File: src/rtl/regfile_pkg.sv
// Shared defaults and types for the multi-port integer register file.
// Optional feature macro: REGFILE_BYPASS_EN (write-to-read forwarding).
package regfile_pkg;

    localparam int unsigned RF_DATA_W      = 32;
    localparam int unsigned RF_ADDR_W      = 5;
    localparam int unsigned RF_NUM_RD      = 2;
    localparam int unsigned RF_SP_IDX      = 29;
    localparam int unsigned RF_STACK_START = 32'h0000_0fff;

    typedef logic [RF_ADDR_W-1:0] reg_addr_t;

endpackage

File: src/rtl/regfile_rd_port.sv
// One combinational read port: register mux, zero-register masking and busy lookup.
// With REGFILE_BYPASS_EN defined, same-cycle writes are forwarded to the read data.
module regfile_rd_port #(
    parameter int unsigned DATA_W = 32,
    parameter int unsigned ADDR_W = 5
) (
    input  logic [ADDR_W-1:0] raddr,
    input  logic [DATA_W-1:0] regs [2**ADDR_W],
    input  logic [2**ADDR_W-1:0] busy,
`ifdef REGFILE_BYPASS_EN
    input  logic              wen0,
    input  logic [ADDR_W-1:0] waddr0,
    input  logic [DATA_W-1:0] wdata0,
    input  logic              wen1,
    input  logic [ADDR_W-1:0] waddr1,
    input  logic [DATA_W-1:0] wdata1,
    input  logic              iss_en,
    input  logic [ADDR_W-1:0] iss_addr,
`endif
    output logic [DATA_W-1:0] rdata,
    output logic              rbusy
);

    // Read select; port 1 forwarding overrides port 0 when both hit the same register
    always_comb begin
        rdata = regs[raddr];
        rbusy = busy[raddr];
`ifdef REGFILE_BYPASS_EN
        if (wen0 && (waddr0 == raddr)) begin
            rdata = wdata0;
            rbusy = iss_en && (iss_addr == raddr);
        end
        if (wen1 && (waddr1 == raddr)) begin
            rdata = wdata1;
            rbusy = iss_en && (iss_addr == raddr);
        end
`endif
        if (raddr == '0) begin
            rdata = '0;
            rbusy = 1'b0;
        end
    end

endmodule

File: src/rtl/regfile_mp.sv
// Multi-port integer register file with two write ports and a per-register busy scoreboard.
// Optional feature macro: REGFILE_BYPASS_EN (write-to-read forwarding in each read port).
module regfile_mp
    import regfile_pkg::*;
#(
    parameter int unsigned DATA_W      = RF_DATA_W,
    parameter int unsigned ADDR_W      = RF_ADDR_W,
    parameter int unsigned NUM_RD      = RF_NUM_RD,
    parameter int unsigned SP_IDX      = RF_SP_IDX,
    parameter int unsigned STACK_START = RF_STACK_START
) (
    input  logic                     CLK,
    input  logic                     RST,
    input  logic [NUM_RD*ADDR_W-1:0] raddr,
    output logic [NUM_RD*DATA_W-1:0] rdata,
    output logic [NUM_RD-1:0]        rbusy,
    input  logic                     wen0,
    input  logic [ADDR_W-1:0]        waddr0,
    input  logic [DATA_W-1:0]        wdata0,
    input  logic                     wen1,
    input  logic [ADDR_W-1:0]        waddr1,
    input  logic [DATA_W-1:0]        wdata1,
    input  logic                     iss_en,
    input  logic [ADDR_W-1:0]        iss_addr
);

    localparam int unsigned DEPTH = 2**ADDR_W;

    logic [DATA_W-1:0] regs [DEPTH];
    logic [DEPTH-1:0]  busy;

    // Storage and scoreboard update; later statements win (port 1 over port 0, issue over write)
    always_ff @(posedge CLK) begin
        if (RST) begin
            for (int unsigned i = 0; i < DEPTH; i++) begin
                regs[i] <= (i == SP_IDX) ? DATA_W'(STACK_START) : '0;
            end
            busy <= '0;
        end else begin
            if (wen0 && (waddr0 != '0)) begin
                regs[waddr0] <= wdata0;
                busy[waddr0] <= 1'b0;
            end
            if (wen1 && (waddr1 != '0)) begin
                regs[waddr1] <= wdata1;
                busy[waddr1] <= 1'b0;
            end
            if (iss_en && (iss_addr != '0)) begin
                busy[iss_addr] <= 1'b1;
            end
        end
    end

    // One read port instance per decode operand
    for (genvar p = 0; p < NUM_RD; p++) begin : g_rd
        regfile_rd_port #(
            .DATA_W (DATA_W),
            .ADDR_W (ADDR_W)
        ) u_rd (
            .raddr    (raddr[p*ADDR_W +: ADDR_W]),
            .regs     (regs),
            .busy     (busy),
`ifdef REGFILE_BYPASS_EN
            .wen0     (wen0),
            .waddr0   (waddr0),
            .wdata0   (wdata0),
            .wen1     (wen1),
            .waddr1   (waddr1),
            .wdata1   (wdata1),
            .iss_en   (iss_en),
            .iss_addr (iss_addr),
`endif
            .rdata    (rdata[p*DATA_W +: DATA_W]),
            .rbusy    (rbusy[p])
        );
    end

endmodule

File: config.mk
export PLATFORM = sky130hd
export DESIGN_NAME = regfile_mp
export DESIGN_NICKNAME = d
export VERILOG_FILES = /design/src/rtl/regfile_pkg.sv /design/src/rtl/regfile_rd_port.sv /design/src/rtl/regfile_mp.sv
export SDC_FILE = /design/constraint.sdc
export NUM_CORES = 2
export LEC_CHECK = 0
export BUFFER_PORTS_ARGS = -buffer_cell sky130_fd_sc_hd__buf_2
export CAP_MARGIN = 20
export CELL_PAD_IN_SITES_DETAIL_PLACEMENT = 0
export CELL_PAD_IN_SITES_GLOBAL_PLACEMENT = 1
export CORE_ASPECT_RATIO = 1.2
export CORE_MARGIN = 2
export CORE_UTILIZATION = 42
export CTS_BUF_LIST = sky130_fd_sc_hd__clkbuf_8
export CTS_CLUSTER_SIZE = 20
export DETAILED_ROUTE_END_ITERATION = 10
export GPL_TIMING_DRIVEN = 0
export PLACE_DENSITY = 0.75
export SETUP_SLACK_MARGIN = 0.2
export SYNTH_ARGS = -nofsm -noshare
export SYNTH_HDL_FRONTEND = slang
export SYNTH_SLANG_ARGS = --single-unit
export TNS_END_PERCENT = 50
File: constraint.sdc
create_clock -name CLK -period 7 [get_ports CLK]
set_input_delay 1.4 -clock CLK [delete_from_list [all_inputs] [get_ports CLK]]
set_output_delay 1.4 -clock CLK [all_outputs]
set_load 0.01 [all_outputs]
; Yosys cells after proc, flatten, opt, wreduce, memory -nomap -nowiden
; Cells that the tools add are included.
[totals]
in_bits = 94
wordCells = 103
regBits = 1056
romBits = 0
ramBits = 0
latchBits = 0
memories = 0
out_inout_bits = 66
[classes]
n_eq_ne = 0
reduce_logical = 13
shift = 0
muxes = 34
div_mod_pow = 0
addsub = 0
n_bitwise = 9
n_mul = 0
order_cmp = 14
[op_table]
columns = operator, count
row1 = $mux 1024, 3
row2 = $bwmux 1024, 2
row3 = $mux 32, 13
row4 = $bmux 32 s5, 2
row5 = $demux 32 s5, 2
row6 = $and 32x32->32, 2
row7 = $not 32->32, 2
row8 = $or 32x32->32, 1
row9 = $lt 5x6->1 const B, 5
row10 = $ge 6x6->1 const B, 4
row11 = $not 5->6, 4
row12 = $demux 1 s5, 3
row13 = $ge 5x1->1 const B, 3
row14 = $reduce_bool 5->1, 3
row15 = $lt 6x1->1 const B, 2
row16 = $bmux 1 s5, 2
row17 = $logic_not 5->1, 2
row18 = $logic_and 1x1->1, 8
row19 = $mux 1, 7

; Depth between registers and ports, before layout
[depth]
depth_word = 13
mapped_depth = 10
mapped_depth_nobuf = 4

; Hierarchy
; A second synthesis with hierarchy kept.
[unflattened]
cells_unflattened = 7730
hier_area_um2 = 68245.5
[modules_own_cells]
columns = mod, area_per_inst_um2, seq_area_each_um2, cells_each, n_inst
row1 = regfile_mp, 50746.2, 21140.3, 6362, 1
row2 = regfile_rd_port, 8749.6, 0.0, 684, 2

; Worst setup path after synthesis
; Ideal clock, no wire load.
[synth_timing]
path_type = input-to-output
start = in raddr[5]
end = out rbusy[1]
arrival_time_ps = 2935
required_ps = 5600
path_buffers = 5
cell_stages = 8
path_slack_ps = 2665
path_cell_list = buf_4 > buf_12 > buf_6 > buf_6 > mux4_2 > a22oi_1 > a31oi_1 > buf_4
[synth_via]
elab_chain_cells = 3
word_cells_on_any_way = 4
cone_classes = mux (3) / reduce/logical (1)
[synth_rtl]
columns = element, line_no
row1 = from (decl), regfile_mp.sv:14  ; input logic [NUM_RD*ADDR_W-1:0] raddr,
row2 = $bmux 1 s5, regfile_rd_port.sv:27  ; rbusy = busy[raddr];
row3 = $mux 1 (not written as such), regfile_rd_port.sv:27
row4 = $mux 1 (*), regfile_rd_port.sv:38  ; if (raddr == '0) begin
row5 = to (decl), regfile_mp.sv:16  ; output logic [NUM_RD-1:0] rbusy,
; Every way passes the cells marked *; elsewhere a longest branch is shown, timed or not. The select of a mux whose other input is x is not followed.

; Final worst setup path
[layout_timing]
start = in raddr[2]
end = out rdata[20]
[layout_via]
elab_chain_cells = 5
word_cells_on_any_way = 6
cone_classes = mux (4) / bitwise (1) / reduce/logical (1)
[layout_rtl]
columns = element, line_no
row1 = $not 5->6 (not written as such), regfile_rd_port.sv:26  ; rdata = regs[raddr];
row2 = $bmux 32 s5, regfile_rd_port.sv:26
row3 = $mux 32 (not written as such) (2 in a row), regfile_rd_port.sv:26
row4 = $mux 32 (*), regfile_rd_port.sv:38
row5 = to (decl), regfile_mp.sv:15  ; output logic [NUM_RD*DATA_W-1:0] rdata,
; Marks and branches as above.

==> metrics.cfg <==
[run_status]
status = finished, violations left
violations = negative setup slack

[routing]
routed_wirelength_mm = 403
route.detailed.vias_per_inst = 7.25
wire_per_inst_um = 41.1
ant_nets = 0
drtIter0Drc = 11800
top_layer = met5
wl_met3_mm = 51.4
drcViolationCount = 0
met1_length_mm = 144
via_count = 71200
drt_pass1_iterations = 8
routed-wl-met2_mm = 161

[placed_design]
dp_hpwl_mm = 315
port_buffers = 148
pre_cts_slack_ns = 0.000847
placed_cell_area_um2 = 66700
gp_congestion = 1.06

[timing]
maxSlewViolCount = 0
fin_crit_ns = 7.22
clock_skew_ns = 0
worst_slack_ns = -0.215
min_period_over_period_pct = 103
rsz0062_at_grt = no
setup_viol = 11
max_slew_margin_pct = 4.18
tightest_slew_ns = 1.43
hold_viol_final = 0
fmax_mhz = 139
setup_tns_ns = -0.927

[power]
combPwrFrac_pct = 15.5
fin_total_pwr_mw = 14.8
p_leak_nw = 23.1
p_seq_share_pct = 42.3
p_sw_share_pct = 33.3
p_int_mw = 9.84
p_per_area_nw_per_um2 = 208
clockPowerShare_pct = 42.1
switching_power_mw = 4.92
peakVddDrop_uv = 244

[logic_synthesis]
ys_ff_latch = 1056
yosys-top-cells-count = nand2_1, dfxtp_1, nor2_1
synth_top_family_by_area = multiplexers
yosysWarnings = 0
synth_top_cell_by_area = dfxtp_1
synth.distinct_cells = 48
synth-adder-area-share_pct = 0
synth_area_um2 = 63200
yosys.area_share.xor_xnor_pct = 0
post-synth-top-count-cell = nand2_1
synthCells = 7310
async_reset_ff_share_pct = 0
syn_area_per_cell_um2 = 8.64
seq_area_frac_synth_pct = 33.5
syn_nets = 7404
synth_simple_gate_area_share_pct = 20.2
synthFlopType = dfxtp_1
synth_top_area_share_pct = 33.5
synth.mux.area_fraction_pct = 21.2
synth_edf_count = 0
synth.area.top_cells = dfxtp_1, mux4_2, a311oi_1
synth-compound-area-share_pct = 18.2

[critical_path]
worstSetupEndpointType = output pin
worst-setup-path-type = in -> out
required_ns = 5.60
worstPathArrival_ns = 5.82
r2r-end = regs[983]
rrSetupSlack_ns = 5.85
startpoint = raddr[2]
cp-start-kind = input pin
critPathMaxFanout = 12
ff2ff_path_depth = 2
reg2reg_from = regs[983]

[clocking]
cts_tree = built
clock-sinks = 1056
hold_buffers = 0
clkSlewWorstSetupHoldPaths_ns = 0.06
post_cts_buffers = 0
cts-buffers-inserted = 191
cts_max_path_buffers = 3
htreeDepth = 4
cts-resized-gates = 1
clock_latency_ns = 1.03
ctsRootBufferMaster = clkbuf_8

[global_route]
grt_first_pass_wirelength_mm = 540
antenna_found_initial = 31
grtUsageTotal_pct = 51.1
overflow = 0
grt_max_degree = 17
first_global_vias = 64400

[final_layout]
layout-drive-gt1-share_pct = 15.7
syn_to_final_growth_pct = 12.2
final.fill_count = 14700
final_area_um2 = 70800
fin_nets = 7784

[job]
drv_cap = 0

[floorplan]
die_w_um = 358
coreArea_um2 = 149000
die_h_um = 429
ioPinCount = 160
dieArea_um2 = 154000
start_util_pct = 42.4
rows = 155

[min_path]
holdPathEnd = regs[1023]
min_delay_path_depth = 1
timing.hold.worst.start = regs[1023]
hp-class = reg -> reg

-- logic make-up after synthesis --
kind of cell	Yosys count
flops	1056
mux	757
compound gates	1384
buf+inv	1000
simple gates	3113
-- cell type report --
class	count	area [µm²]	area share [%]
multi-input combinational	5254	37700	53.2
sequential	1056	21100	29.8
buffer	998	4350	6.14
clock buffer	241	3320	4.68
tap	1962	2450	3.47
timing repair buffer	187	1320	1.86
clock inverter	94	479	0.677
antenna	33	82.6	0.117
inverter	2	7.51	0.0106
-- through the flow --
step           hold slack (ns)  utilization, %  std cells
6_report                 0.482            47.6       9827
5_1_grt                  0.489            47.5       9795
4_1_cts                  0.482            47.3       9776
3_5_place_dp             0.471            44.8       9441
3_3_place_gp             0.463            44.5       9420
2_1_floorplan            0.451               -       7310
-- worst max-delay path by stage --
stage	depth (start not counted)	end	slack, ns
2_1_floorplan	8	rbusy[1]	2.66
3_3_place_gp	8	rdata[50]	-0.16
3_5_place_dp	8	rdata[31]	0.0008
4_1_cts	8	rdata[0]	0.04
5_1_grt	7	rdata[20]	0.21
6_report	7	rdata[20]	-0.22
-- registers in the layout (all words and copies together), names as in the netlist --
signal	flops
regs	1024
busy	32
-- placed cells by master, fill, tap and decap left out, drive strengths merged, types with 15 or more instances in the layout --
cell type	Yosys	layout
mux4	462	462
a311oi	949	949
diode	0	33
nand2	1435	1435
clkbuf	632	878
a31oi	33	33
a221oi	52	52
clkinv	0	15
mux2i	262	262
nand3	490	490
a221o	33	33
nor2b	80	80
inv	2	75
mux2	33	33
nor2	1053	1053
a32oi	29	29
buf	366	547
a22oi	66	66
dfxtp	1056	1056
a211oi	109	109
o21ai	85	85
-- critical path, stage by stage --
cell and delay [ns]:
buf_4 0.24, buf_2 0.77, buf_2 0.73, clkbuf_1 0.71, a211oi_1 0.43, a311oi_1 1.13
buf_2 0.31
-- layer usage --
layer | up-vias | track usage, %
met3 | 1676 | 17.0
met2 | 6467 | 70.0
met5 | - | 0
met1 | 35000 | 62.1
li1 | 28100 | -
met4 | 6 | 48.0
-- power groups by stage --
stage,sequential [mW],combinational [mW],clock (mW)
6_report,6.25,2.29,6.22
5_1_grt,6.25,2.25,6.38
4_1_cts,6.24,2.11,6.13
3_5_place_dp,6.38,2.11,0
3_3_place_gp,6.37,2.07,0
2_1_floorplan,6.31,1.05,0
No activity file was read; power rests on OpenSTA's default activity.
